==> src/rtl/sseg_pkg.sv <==
// rtl/sseg_pkg.sv - shared glyph, anode and state definitions for the seven-segment scan decoder
// Contents: active-low glyph constants, active-low anode selects, bcd_t, FSM state enum.
package sseg_pkg;

  // Segment glyphs, active-low, bit order {g,f,e,d,c,b,a}
  localparam logic [6:0] GLYPH_0    = 7'b1000000;
  localparam logic [6:0] GLYPH_1    = 7'b1111001;
  localparam logic [6:0] GLYPH_2    = 7'b0100100;
  localparam logic [6:0] GLYPH_3    = 7'b0110000;
  localparam logic [6:0] GLYPH_4    = 7'b0011001;
  localparam logic [6:0] GLYPH_5    = 7'b0010010;
  localparam logic [6:0] GLYPH_6    = 7'b0000010;
  localparam logic [6:0] GLYPH_7    = 7'b1111000;
  localparam logic [6:0] GLYPH_8    = 7'b0000000;
  localparam logic [6:0] GLYPH_9    = 7'b0010000;
  localparam logic [6:0] GLYPH_DASH = 7'b0111111;

  // Anode selects, active-low; AN_Dn drives digit n
  localparam logic [3:0] AN_D0 = 4'b1110;
  localparam logic [3:0] AN_D1 = 4'b1101;
  localparam logic [3:0] AN_D2 = 4'b1011;
  localparam logic [3:0] AN_D3 = 4'b0111;

  typedef logic [3:0] bcd_t;

  localparam bcd_t BCD_DASH = 4'hF;

  typedef enum logic {SETTLE, HOLD} state_t;

endpackage

==> src/rtl/sseg_scan_decoder_if.sv <==
// rtl/sseg_scan_decoder_if.sv - multiplexed seven-segment display bus
// Signals: a..g segment lines, dp decimal point, an[3:0] anode selects (all active-low).
// master: the side driving the display; slave: the observing decoder.
interface sseg_scan_decoder_if;
  logic       a, b, c, d, e, f, g;
  logic       dp;
  logic [3:0] an;

  modport master (output a, b, c, d, e, f, g, dp, an);
  modport slave  (input  a, b, c, d, e, f, g, dp, an);
endinterface

==> src/rtl/sseg_glyph_decode.sv <==
// rtl/sseg_glyph_decode.sv - combinational active-low glyph to BCD lookup
// Ports: glyph[6:0] in ({g..a}, active-low); hit out (glyph is in the table); bcd out (4'hF = dash).
module sseg_glyph_decode
  import sseg_pkg::*;
(
  input  logic [6:0] glyph,
  output logic       hit,
  output bcd_t       bcd
);

  always_comb begin
    hit = 1'b1;
    bcd = '0;
    case (glyph)
      GLYPH_0:    bcd = 4'd0;
      GLYPH_1:    bcd = 4'd1;
      GLYPH_2:    bcd = 4'd2;
      GLYPH_3:    bcd = 4'd3;
      GLYPH_4:    bcd = 4'd4;
      GLYPH_5:    bcd = 4'd5;
      GLYPH_6:    bcd = 4'd6;
      GLYPH_7:    bcd = 4'd7;
      GLYPH_8:    bcd = 4'd8;
      GLYPH_9:    bcd = 4'd9;
      GLYPH_DASH: bcd = BCD_DASH;
      default:    hit = 1'b0;
    endcase
  end

endmodule

==> src/rtl/sseg_scan_decoder.sv <==
// rtl/sseg_scan_decoder.sv - 4-digit multiplexed seven-segment bus receiver
// Ports: clk, rst (sync, active-high); bus (slave modport: segments, dp, anodes);
//        digit0..digit3 last valid frame; frame_valid pulse; pattern_err pulse; stale level.
module sseg_scan_decoder
  import sseg_pkg::*;
#(
  parameter int SETTLE_CYCLES  = 16,
  parameter int TIMEOUT_CYCLES = 2**20
)(
  input  logic clk,
  input  logic rst,
  sseg_scan_decoder_if.slave bus,
  output bcd_t digit0,
  output bcd_t digit1,
  output bcd_t digit2,
  output bcd_t digit3,
  output logic frame_valid,
  output logic pattern_err,
  output logic stale
);

  localparam int SW = $clog2(SETTLE_CYCLES);
  localparam int TW = $clog2(TIMEOUT_CYCLES);
  localparam logic [SW-1:0] SETTLE_LAST = SW'(SETTLE_CYCLES - 1);
  localparam logic [TW-1:0] IDLE_LAST   = TW'(TIMEOUT_CYCLES - 1);

  logic          unused_dp;
  logic [10:0]   in_q, prev_q;
  logic          changed;
  logic [3:0]    an_q;
  logic [6:0]    glyph_q;
  state_t        state_q, state_d;
  logic [SW-1:0] settle_q, settle_d;
  logic          capture;
  logic [1:0]    slot;
  logic          slot_ok;
  logic          hit;
  bcd_t          bcd;
  bcd_t          shadow [4];
  logic [3:0]    seen_q, bad_q;
  logic [TW-1:0] idle_q;
  logic          complete, timeout;

  // The decimal point carries no digit information
  assign unused_dp = bus.dp;

  always_ff @(posedge clk) begin
    if (rst) begin
      in_q   <= '1;
      prev_q <= '1;
    end else begin
      in_q   <= {bus.an, bus.g, bus.f, bus.e, bus.d, bus.c, bus.b, bus.a};
      prev_q <= in_q;
    end
  end

  assign changed = (in_q != prev_q);
  assign an_q    = in_q[10:7];
  assign glyph_q = in_q[6:0];

  // Only an exactly one-hot-low anode names a slot; blank and multi-select are not captured
  always_comb begin
    slot    = 2'd0;
    slot_ok = 1'b1;
    case (an_q)
      AN_D0:   slot = 2'd0;
      AN_D1:   slot = 2'd1;
      AN_D2:   slot = 2'd2;
      AN_D3:   slot = 2'd3;
      default: slot_ok = 1'b0;
    endcase
  end

  sseg_glyph_decode u_decode (
    .glyph (glyph_q),
    .hit   (hit),
    .bcd   (bcd)
  );

  always_ff @(posedge clk) begin
    if (rst) begin
      state_q  <= SETTLE;
      settle_q <= '0;
    end else begin
      state_q  <= state_d;
      settle_q <= settle_d;
    end
  end

  // HOLD parks after each settle decision so a long dwell yields one capture
  always_comb begin
    state_d  = state_q;
    settle_d = settle_q;
    capture  = 1'b0;
    case (state_q)
      SETTLE: begin
        if (changed) begin
          settle_d = '0;
        end else if (settle_q == SETTLE_LAST) begin
          capture = slot_ok;
          state_d = HOLD;
        end else begin
          settle_d = settle_q + 1'b1;
        end
      end
      HOLD: begin
        if (changed) begin
          settle_d = '0;
          state_d  = SETTLE;
        end
      end
      default: state_d = SETTLE;
    endcase
  end

  assign complete = (seen_q == 4'hF);
  // A capture in the same cycle restarts the idle count instead of timing out
  assign timeout  = !capture && (idle_q == IDLE_LAST);

  always_ff @(posedge clk) begin
    if (rst) begin
      idle_q <= '0;
    end else if (capture) begin
      idle_q <= '0;
    end else if (idle_q != IDLE_LAST) begin
      idle_q <= idle_q + 1'b1;
    end
  end

  always_ff @(posedge clk) begin
    if (rst) begin
      seen_q      <= '0;
      bad_q       <= '0;
      pattern_err <= 1'b0;
      for (int i = 0; i < 4; i++) shadow[i] <= '0;
    end else begin
      pattern_err <= capture && !hit;
      if (capture) begin
        shadow[slot] <= bcd;
        seen_q[slot] <= 1'b1;
        bad_q[slot]  <= !hit;
      end else if (complete || timeout) begin
        seen_q <= '0;
        bad_q  <= '0;
      end
    end
  end

  always_ff @(posedge clk) begin
    if (rst) begin
      digit0      <= '0;
      digit1      <= '0;
      digit2      <= '0;
      digit3      <= '0;
      frame_valid <= 1'b0;
      stale       <= 1'b0;
    end else begin
      frame_valid <= 1'b0;
      if (complete && bad_q == 4'b0) begin
        digit0      <= shadow[0];
        digit1      <= shadow[1];
        digit2      <= shadow[2];
        digit3      <= shadow[3];
        frame_valid <= 1'b1;
        stale       <= 1'b0;
      end else if (timeout) begin
        stale <= 1'b1;
      end
    end
  end

endmodule

==> src/flat_wrapper.sv <==
// flat-port wrapper written by rule: the top's interface ports become plain ports
module sseg_scan_decoder_flat import sseg_pkg::*;
#(
  parameter int SETTLE_CYCLES  = 16,
  parameter int TIMEOUT_CYCLES = 2**20
)
  (clk, rst, digit0, digit1, digit2, digit3, frame_valid, pattern_err, stale, bus_a, bus_b, bus_c, bus_d, bus_e, bus_f, bus_g, bus_dp, bus_an);
  sseg_scan_decoder_if bus_i ();
  input  logic clk;
  input  logic rst;
  output bcd_t digit0;
  output bcd_t digit1;
  output bcd_t digit2;
  output bcd_t digit3;
  output logic frame_valid;
  output logic pattern_err;
  output logic stale;
  input wire logic [$bits(bus_i.a)-1:0] bus_a;
  input wire logic [$bits(bus_i.b)-1:0] bus_b;
  input wire logic [$bits(bus_i.c)-1:0] bus_c;
  input wire logic [$bits(bus_i.d)-1:0] bus_d;
  input wire logic [$bits(bus_i.e)-1:0] bus_e;
  input wire logic [$bits(bus_i.f)-1:0] bus_f;
  input wire logic [$bits(bus_i.g)-1:0] bus_g;
  input wire logic [$bits(bus_i.dp)-1:0] bus_dp;
  input wire logic [$bits(bus_i.an)-1:0] bus_an;
  assign bus_i.a = bus_a;
  assign bus_i.b = bus_b;
  assign bus_i.c = bus_c;
  assign bus_i.d = bus_d;
  assign bus_i.e = bus_e;
  assign bus_i.f = bus_f;
  assign bus_i.g = bus_g;
  assign bus_i.dp = bus_dp;
  assign bus_i.an = bus_an;
  sseg_scan_decoder #(.SETTLE_CYCLES(SETTLE_CYCLES), .TIMEOUT_CYCLES(TIMEOUT_CYCLES)) u_core (.clk(clk), .rst(rst), .bus(bus_i), .digit0(digit0), .digit1(digit1), .digit2(digit2), .digit3(digit3), .frame_valid(frame_valid), .pattern_err(pattern_err), .stale(stale));
endmodule
==> config.mk <==
export PLATFORM = sky130hd
export DESIGN_NAME = sseg_scan_decoder_flat
export DESIGN_NICKNAME = d
export VERILOG_FILES = /design/src/rtl/sseg_pkg.sv /design/src/rtl/sseg_scan_decoder_if.sv /design/src/rtl/sseg_glyph_decode.sv /design/src/rtl/sseg_scan_decoder.sv /design/src/flat_wrapper.sv
export SDC_FILE = /design/constraint.sdc
export NUM_CORES = 1
export LEC_CHECK = 0
export BUFFER_PORTS_ARGS = -buffer_cell sky130_fd_sc_hd__buf_2
export CAP_MARGIN = 20
export CORE_MARGIN = 10
export CORE_UTILIZATION = 45
export DETAILED_ROUTE_END_ITERATION = 10
export PLACE_DENSITY_LB_ADDON = 0.2
export SLEW_MARGIN = 20
export SYNTH_ARGS = -nofsm -noshare
export SYNTH_HDL_FRONTEND = slang
export SYNTH_SLANG_ARGS = --single-unit
==> constraint.sdc <==
create_clock -name clk -period 2 [get_ports clk]
set_input_delay 0.3 -clock clk [delete_from_list [all_inputs] [get_ports clk]]
set_output_delay 0.3 -clock clk [all_outputs]
set_load 0.01 [all_outputs]
======== Word-level counts from Yosys, hierarchy flattened ========
Memories as Yosys holds them, arrays and structs flattened. A register that Yosys moved wholly into a read port is not among the register bits.
Index checks and enable logic that the tools add are counted.
operators by class
  add/subtract/negate cells ............... 2
  order comparisons ....................... 2
  equality and inequality tests ........... 21
  multiplexer cells ....................... 30
  bitwise logic cells ..................... 2
  reductions and logical operators ........ 16
operators with widths
  operator                                                         count
  4-bit case mux with 10 select lines                              1
  4-bit two-way mux                                                7
  7-bit by 5-bit == test with 1-bit output, second input constant  3
  7-bit by 6-bit == test with 1-bit output, second input constant  3
  7-bit == test, second input constant                             3
  20-bit by 1-bit adder with 20-bit output, second input constant  1
  20-bit == test, second input constant                            1
  4-bit == test, second input constant                             5
  20-bit inequality test, second input constant                    1
  1-bit two-way mux                                                16
  11-bit inequality test                                           1
  11-bit OR reduction                                              1
  4-bit case mux with 2 select lines                               1
  4-bit OR reduction                                               2
  7-bit by 2-bit == test with 1-bit output, second input constant  1
  7-bit zero test                                                  1
  2-bit case mux with 3 select lines                               1
  4-bit by 1-bit adder with 4-bit output, second input constant    1
  4-bit bitwise mux                                                1
  4-bit by 3-bit == test with 1-bit output, second input constant  1
  1-bit logical AND                                                4
  4-bit zero test                                                  1
  4-bit bitwise OR                                                 1
  2-bit OR reduction                                               2
  other kinds (12)                                                 13
storage, ports and cells
  bits in registers ....................... 58
  memory bits (writable) .................. 16
  output and inout bits ................... 19
  logic and storage cells ................. 84
  memories kept ........................... 1
memory list
  memory         words  bits a word  read ports  clocked after Yosys merged registers in  wr ports  line                     text
  u_core.shadow  4      4            4           4                                        4         sseg_scan_decoder.sv:39  bcd_t shadow [4];

======== Logic depth before layout (Yosys ltp) ========
Gate-level depths: netlist of the first run.
  depth after elaboration ................. 11
  depth in mapped cells ................... 7
  depth with buffers taken out ............ 6

======== By module ========
From an unflattened synthesis of the first run, not the netlist that was laid out.
unflattened totals
  cell total of the unflattened synthesis .. 398
  area, all modules ....................... 3863.7 µm²
modules (own cells, without submodules)
  module             times used  cells each  area an instance (µm²)
  sseg_scan_decoder  1           363         3643.5
  sseg_glyph_decode  1           35          220.2

======== Worst setup path after synthesis of the first run ========
OpenSTA, ideal clock, no wires.
  kind .................................... register -> register
  start point ............................. reg u_core.in_q[6]
  end point ............................... mem u_core.shadow[1][0] in the netlist's numbering, enable pin
  library setup time ...................... 0.310 ns
  data arrival time ....................... 1.709 ns
  required time ........................... 1.690 ns
  setup slack ............................. -0.019 ns
  cell stages (with the launch flop) ...... 7
  cells stage by stage .................... dfxtp_1 clkbuf_1 xor2_1 nor4_4 nand3_4 or3_1 nand2b_1
RTL lines
  item                      line                     text
  start: declaration        sseg_scan_decoder.sv:28  logic [10:0] in_q, prev_q;
  start signal: assignment  sseg_scan_decoder.sv:52  in_q <= {bus.an, bus.g, bus.f, bus.e, bus.d, bus.c, bus.b, bus.a};
  end: declaration          sseg_scan_decoder.sv:39

==> results of run 1 <==
==> timing repair <==
item,CTS,global route
resized for setup,0,10
setup buffers,0,1
endpoints found under the hold margin,0,0
setup endpoints to repair,0,51
==> kinds of logic after synthesis <==
logic type	after synthesis
DFF	90
muxes	19
adders and majority gates	2
and+or+nand+nor	170
AOI/OAI and AO/OA	48
xor gates and xnor gates	27
buffers and inverters	33
==> through the flow <==
stage,cells,area (µm²),power [µW],utilization [%],setup slack [ns]
final,551,4570,3310,54.8,0.131
after global routing,551,4570,3450,54.8,0.00237
after CTS,550,4530,3350,54.3,0.0107
after detailed placement,534,4330,2160,52.0,0.0273
after global placement,534,4330,2150,52.0,0.0511
after floorplan,389,3910,2080,-,0.00147
==> registers in the layout (all words and copies together), names as in the netlist, 4 cells and up <==
| name | cells |
|---|---|
| digit0 | 4 |
| u_core.seen_q | 4 |
| digit3 | 4 |
| u_core.in_q | 11 |
| digit2 | 4 |
| u_core.shadow | 16 |
| u_core.bad_q | 4 |
| u_core.settle_q | 4 |
| u_core.idle_q | 20 |
| u_core.prev_q | 11 |
==> where the power goes <==
group | total (µW) | internal (µW) | switching [µW]
Clock | 1190 | 563 | 622
Sequential | 1900 | 1870 | 20.7
Combinational | 226 | 105 | 121
==> final timing paths <==
path / from / to / slack [ns] / cells after the start
setup / recovery: u_core.in_q[10] / u_core.shadow[1][1] / 0.13 / 6
hold / removal: bus_g / u_core.in_q[6] / 0.13 / 2
setup reg to reg: u_core.in_q[10] / u_core.shadow[1][1] / 0.13 / 6
hold reg to reg: u_core.seen_q[0] / u_core.seen_q[0] / 0.45 / 2
==> cell type report <==
class / instances / area, µm² / share of cell area, %
Sequential cell: 90 / 1960 / 42.9
Multi-Input combinational cell: 266 / 1830 / 40.0
Timing Repair Buffer: 63 / 412 / 9.00
Clock buffer: 11 / 163 / 3.56
Tap cell: 105 / 131 / 2.87
Inverter: 11 / 41.3 / 0.903
Clock inverter: 5 / 35.0 / 0.766
==> layout by cell type, fill, tap and decap left out, types with 3 or more instances in the layout <==
| master | n |
|---|---|
| nor4_1 | 3 |
| nor3_1 | 9 |
| a21oi_1 | 7 |
| buf_2 | 31 |
| and3_1 | 3 |
| buf_4 | 30 |
| clkbuf_8 | 10 |
| nor2_1 | 58 |
| a21boi_1 | 4 |
| xnor2_1 | 12 |
| nand3_1 | 12 |
| or2_2 | 23 |
| nand2_1 | 14 |
| nand4b_1 | 7 |
| a31oi_1 | 3 |
| xor2_1 | 14 |
| nand4_1 | 7 |
| o21ai_0 | 3 |
| inv_1 | 11 |
| and4_1 | 8 |
| a211oi_1 | 8 |
| edfxtp_1 | 16 |
| dfxtp_1 | 73 |
| mux2i_1 | 19 |
==> per-layer routing <==
layer	part of all wire (%)	track usage, %	vias up
met1	48	13.9	1344
met4	1.7	5.08	0
met5	0	0	-
met3	4.6	3.54	11
li1	-	-	1473
met2	46	18.9	35
==> flow_summary.toml, run 1 <==
[global_routing]
antenna_found_initial = 0
grt_usage_pct = 11.6
grt_pass1_vias = 2763
grt_max_degree = 40
grt_pass1_wl_mm = 12.6
grt-ovfl-total = 0

[logic_synthesis]
syn-instance-count = 389
synth_top_cell_by_area = "dfxtp_1"
synth_xor_area_share_pct = 6.25
synth.area.top_cells = "dfxtp_1, edfxtp_1, nor2_1, mux2i_1, or2_2"
ys_top_cells_by_count = "dfxtp_1, nor2_1, or2_2"
synth_top_family_by_area = "simple AND/OR/NAND/NOR gates"
synthDistinctLibCells = 59
yosysWarnings = 0
synth.top_cell.area_share_pct = 37.9
synth-edff-count = 16
ys_seq_area_share_pct = 50.2
ys_dominant_reg_cell = "dfxtp_1"
synthSimpleGateAreaFrac_pct = 24.8
synth_fa_ha_area_share_pct = 0.641
syn_area_um2 = 3910
synth_mux_area_share_pct = 4.87
syn_area_per_cell_um2 = 10.0
synth_compound_area_share_pct = 9.35
synth.net_count = 405
synth_most_common_cell = "dfxtp_1"
async_flop_share_pct = 0
synth_seq_cells = 90

[timing]
timing.setup.tns_ns = 0
rsz0062_at_grt = "false"
min_period_over_period_pct = 93.4
setup_viol = 0
fmax_mhz = 535
hold_violations = 0
drv_slew = 0
relSlewSlack_pct = 65.2
hold_ws_ns = 0.129
clock_skew_ns = 0.00944
period_needed_ns = 1.87
worst_pin_slew_ns = 0.508

[floorplan]
die_y_um = 113
die_area_um2 = 12800
ios = 33
initial_core_util_pct = 46.8
die_x_um = 113
core_area_um2 = 8340
num_rows = 33

[detailed_routing]
firstDrtPassIters = 6
ant_nets = 0
drt_iter0_drc = 124
via_per_inst = 5.20
wl_mm = 7.31
wire_per_inst_um = 13.3
drc = 0
vias = 2863

[run_status]
status = "finished clean"

[worst_setup_path]
end_kind = "flop"
path_cells = "buf_4, a21oi_1, a211oi_2, o21bai_1, or4_4, nor2_1"
cp_max_fo = 8
crit_type = "reg -> reg"
worstPathArrival_ns = 2.08
timing.critical_path.buf_inv = 1
cp_top_family = "simple AND/OR/NAND/NOR gates"
slowest_delay_ns = 0.50
crit_path_start_kind = "flop"
required_ns = 2.21
cpMaxStageDelayCell = "or4_4"

[power_and_ir_drop]
cellPowerDensity_nw_per_um2 = 723
ir_worst_vdd_uv = 336
leakagePower_uw = 0.00187

[job]
cap_violations = 0

[finish]
area_growth_pct = 17.1
diodes = 0
fill_cells = 746
nets = 457
drive_gt1_share_pct = 27.6

[clocking]
cts_root_buffer = "clkbuf_8"
holdBufCountCts = 0
htree_levels = 3
cts_buffers = 9
clock_path_buffers = 2
cts.sinks = 90
clk_latency_ns = 0.35
cts_tree = "built"
clkTransAtPathRegs_ns = 0.09

[placed_design]
post-dp-hpwl_mm = 5.46
port_buffers = 31
place.gp.congestion = 0.811

[hold_path]
hp-class = "in -> reg"
Power figures use the tool's default switching activity.
==> inputs of run 2 (changes only) <==
Settings changed: BUFFER_PORTS_ARGS -buffer_cell sky130_fd_sc_hd__buf_2 to -buffer_cell sky130_fd_sc_hd__clkbuf_2.
==> flow_summary.toml, run 2 (synthesized netlist as in run 1, its figures left out) <==
[clocking]
clkTransAtPathRegs_ns = 0.09
clock_path_buffers = 2
htree_levels = 3
cts.sinks = 90
clk_latency_ns = 0.35
cts_tree = "built"
cts_root_buffer = "clkbuf_8"
cts_buffers = 9

[worst_setup_path]
crit_path_start_kind = "flop"
cp_max_fo = 8
reg2reg_to = "u_core.shadow[1][1]"
timing.critical_path.buf_inv = 1
slowest_delay_ns = 0.50
worstPathArrival_ns = 2.11
startpoint = "u_core.in_q[10]"
cpMaxStageDelayCell = "or4_4"
path_cells = "buf_4, xnor2_1, a211oi_2, o21bai_1, or4_4, nor2_1"
crit_type = "reg -> reg"
reg2reg_from = "u_core.in_q[10]"
worstRegToRegCells = 6
required_ns = 2.21
cp_top_family = "simple AND/OR/NAND/NOR gates"
end_kind = "flop"
rrSetupSlack_ns = 0.10

[finish]
largest_reg_flops = 20
fin_cells = 552
final_cell_mix = "dfxtp_1, nor2_1, buf_4"
nets = 458
area_growth_pct = 17.0
drive_gt1_share_pct = 27.7
final_common_cell = "dfxtp_1"
top_regs = "u_core.idle_q (20), u_core.shadow (16)"
diodes = 0
largest_register = "u_core.idle_q"

[timing]
min_period_over_period_pct = 95.0
worst_pin_slew_ns = 0.499
setup_viol = 0
relSlewSlack_pct = 65.8
period_needed_ns = 1.90
drv_slew = 0
fmax_mhz = 526
clock_skew_ns = 0.0112
hold_violations = 0

[global_routing]
grt_max_degree = 40
grt-ovfl-total = 0
antenna_found_initial = 0
grt_pass1_vias = 2781
grt_pass1_wl_mm = 12.7
grt_usage_pct = 11.8

[detailed_routing]
firstDrtPassIters = 4
wire_per_inst_um = 13.4
vias = 2849
drc = 0
ant_nets = 0
via_per_inst = 5.16
drt_iter0_drc = 134
wl_mm = 7.38

[run_status]
status = "finished clean"

[floorplan]
initial_core_util_pct = 46.8
ios = 33
num_rows = 33
die_y_um = 113
die_area_um2 = 12800
die_x_um = 113
core_area_um2 = 8340

[power_and_ir_drop]
leakagePower_uw = 0.00186
p_seq_share_pct = 57.5
power_uw = 3300
power_frac_clock_pct = 35.9
cellPowerDensity_nw_per_um2 = 722
cellInternalPower_uw = 2540
switching_share_pct = 23.0
p_comb_share_pct = 6.7
p_switching_uw = 757
ir_worst_vdd_uv = 302

[placed_design]
place.gp.congestion = 0.806
port_buffers = 31
placed_cells = 535
post-dp-hpwl_mm = 5.57

[hold_path]
worstHoldPathCells = 2
hp-start = "bus_an[1]"
min_to = "u_core.in_q[8]"
hp-class = "in -> reg"

[job]
cap_violations = 0
run 2: how the worst max path moves through the flow:
stage | to | slack, ns | cells after the start
3_5_place_dp | u_core.shadow[0][0] | 0.04 | 5
6_report | u_core.shadow[1][1] | 0.10 | 6
2_1_floorplan | u_core.shadow[1][0] | 0.001 | 6
3_3_place_gp | u_core.shadow[0][0] | 0.06 | 5
4_1_cts | u_core.idle_q[13] | 0.02 | 6
5_1_grt | u_core.shadow[1][1] | -0.001 | 6
run 2: metal layers:
layer,part of all wire [%],track usage (%),vias to the layer above
met1,49,14.6,1311
met5,0,0,-
met2,44,18.2,47
li1,-,-,1478
met4,1.9,5.16,0
met3,4.5,3.70,13
run 2: cell type report:
| type | count | area, µm² |
|---|---|---|
| clock inverter | 5 | 33.8 |
| multi-input combinational | 266 | 1830 |
| tap | 105 | 131 |
| sequential | 90 | 1960 |
| inverter | 11 | 41.3 |
| clock buffer | 11 | 163 |
| fill | 755 | 3770 |
| timing repair buffer | 64 | 407 |
run 2: timing repair:
action / in CTS / in global routing
endpoints found under the hold margin: 0 / 0
gates resized for setup: 0 / 10
hold buffers: 0 / 0
endpoints found under the setup margin: 0 / 47
buffers inserted: 0 / 1
run 2: per-stage QoR:
step	hold WS, ns	cell area, µm²	setup TNS, ns	worst slack (ns)	utilization [%]
3_5_place_dp	0.442	4330	0	0.0445	51.9
4_1_cts	0.115	4530	0	0.0239	54.3
6_report	0.126	4570	0	0.100	54.8
2_1_floorplan	0.404	3910	0	0.00147	-
5_1_grt	0.109	4570	-0.00147	-0.00147	54.8
3_3_place_gp	0.443	4330	0	0.0567	51.9
run 2: power groups by stage:
| stage | Sequential, µW | Combinational (µW) | Clock, µW |
|---|---|---|---|
| 2_1_floorplan | 1930 | 153 | 0 |
| 3_3_place_gp | 1940 | 212 | 0 |
| 3_5_place_dp | 1940 | 216 | 0 |
| 4_1_cts | 1900 | 217 | 1220 |
| 5_1_grt | 1900 | 245 | 1290 |
| 6_report | 1900 | 220 | 1180 |
==> inputs of run 3 (changes only) <==
Settings changed: CTS_CLUSTER_DIAMETER set to 30, SLEW_MARGIN 20 to 10, SYNTH_HIERARCHICAL set to 1.
==> flow_summary.toml, run 3 <==
[finish]
top_regs = "u_core/idle_q (20), u_core/shadow (16)"
diodes = 0
area_growth_pct = 19.7
nets = 475
largest_register = "u_core/idle_q"
largest_reg_flops = 20
final_cell_mix = "dfxtp_1, nor2_1, buf_4"
drive_gt1_share_pct = 28.9
fin_area_um2 = 4630
final_common_cell = "dfxtp_1"

[logic_synthesis]
yosysWarnings = 6
syn_area_um2 = 3860
syn_area_per_cell_um2 = 9.71
async_flop_share_pct = 0
synth_seq_cells = 90
ys_top_cells_by_count = "dfxtp_1, nor2_1, or2_2"
synth.top_cell.area_share_pct = 38.3
syn-instance-count = 398
synthDistinctLibCells = 50
synth_top_cell_by_area = "dfxtp_1"
synth.net_count = 414
ys_seq_area_share_pct = 50.8
ys_dominant_reg_cell = "dfxtp_1"
synth.area.top_cells = "dfxtp_1, edfxtp_1, nor2_1, mux2i_1, xnor2_1"
synth-edff-count = 16
synth_most_common_cell = "dfxtp_1"

[placed_design]
placed_area_um2 = 4310
place.gp.congestion = 0.807
post-dp-hpwl_mm = 5.22
port_buffers = 31
dp_slack_ns = -0.0519

[detailed_routing]
drt_iter0_drc = 78
via_per_inst = 5.11
wire_per_inst_um = 13.0
ant_nets = 0
firstDrtPassIters = 4
drc = 0
wl_mm = 7.40
vias = 2907

[floorplan]
initial_core_util_pct = 46.6
core_area_um2 = 8300
die_x_um = 113
die_area_um2 = 12700
ios = 33
die_y_um = 113
num_rows = 33

[worst_setup_path]
crit_type = "reg -> reg"
startpoint = "u_core/settle_q[1]"
crit_path_start_kind = "flop"
end_kind = "flop"
worstPathArrival_ns = 2.04
worstRegToRegCells = 7
cp_max_fo = 7
required_ns = 2.08
reg2reg_from = "u_core/settle_q[1]"

[global_routing]
grt_pass1_vias = 2765
grt_pass1_wl_mm = 12.4
antenna_found_initial = 0
grt-ovfl-total = 0
grt_usage_pct = 11.5
grt_max_degree = 62

[timing]
clock_skew_ns = 0.0123
relSlewSlack_pct = 64.9
rsz0062_at_grt = "true"
worst_pin_slew_ns = 0.527
setup_viol = 0
period_needed_ns = 1.95
setup_slack_ns = 0.0479
fmax_mhz = 512
min_period_over_period_pct = 97.6
drv_slew = 0
hold_violations = 0

[clocking]
holdBufCountCts = 0
cts.sinks = 90
clock_path_buffers = 2
cts_root_buffer = "clkbuf_8"
cts_buffers = 9
htree_levels = 3
cts_tree = "built"
clkTransAtPathRegs_ns = 0.09
clk_latency_ns = 0.37

[hold_path]
worstHoldPathCells = 2
hp-start = "bus_c"
hp-class = "in -> reg"

[power_and_ir_drop]
ir_worst_vdd_uv = 415
leakagePower_uw = 0.00194
cellPowerDensity_nw_per_um2 = 716

[job]
cap_violations = 0

[run_status]
status = "finished clean"
-- run 3: kinds of logic (layout without fill, tap and decap cells) --
family          count (synthesis)  after routing  share of synthesized area [%]
buf+inv                        25             91                           3.30
fa+ha+maj                       2              2                          0.648
flops                          90             90                           50.8
compound gates                 44             44                           7.71
mux                            19             19                           4.92
xor+xnor                       29             29                           6.57
simple gates                  189            189                           26.1
-- run 3: per-stage QoR --
stage / setup TNS (ns) / power, µW / hold WS, ns / instances / util (%)
detailed placement: -0.744 / 2140 / 0.459 / 550 / 52.0
global route: -0.522 / 3440 / 0.107 / 569 / 55.7
floorplan: 0 / 2070 / 0.404 / 398 / -
global placement: -0.227 / 2130 / 0.460 / 550 / 52.0
finish: 0 / 3310 / 0.111 / 569 / 55.7
CTS: -0.00465 / 3340 / 0.101 / 569 / 54.8
-- run 3: repair_timing --
| item | 4_1_cts | 5_1_grt |
|---|---|---|
| gates resized for setup | 5 | 24 |
| pin swaps | 2 | 7 |
| hold endpoints to repair | 0 | 0 |
| buffers inserted | 3 | 0 |
| endpoints found under the setup margin | 20 | 55 |
-- run 3: area by class of cell --
cell class / instances / area, µm²
clock buffer: 9 / 124
fill: 763 / 3670
multi-input combinational: 283 / 1860
clock inverter: 7 / 72.6
sequential: 90 / 1970
timing repair buffer: 66 / 438
tap: 105 / 131
inverter: 9 / 33.8
-- run 3: layer usage --
metal | vias to the layer above | share of wire, % | track usage, %
met5 | - | 0 | 0
met4 | 0 | 1.6 | 5.33
met3 | 9 | 4.1 | 2.72
met2 | 52 | 46 | 18.5
met1 | 1346 | 48 | 14.3
li1 | 1500 | - | -
-- run 3: report_power, final --
| group | switching [µW] | internal (µW) |
|---|---|---|
| registers | 26.3 | 1870 |
| logic | 109 | 100 |
| clock network | 714 | 490 |
| total | 850 | 2460 |
-- run 3: critical path: stages, from the launching register on --
cell and delay (ns):
dfxtp_2 0.36, ha_4 0.14, nand4b_1 0.10, or4_4 0.44, a2111oi_4 0.22, buf_6 0.19
nand2b_1 0.11, nand2b_4 0.11
-- run 3: worst paths after layout --
| check | slack [ns] | end |
|---|---|---|
| worst min register to register | 0.49 | u_core/seen_q[1] |
| worst max register to register | 0.05 | u_core/shadow[1][0] |
| worst max-delay path | 0.05 | u_core/shadow[1][0] |
| worst min-delay path | 0.11 | u_core/in_q[2] |
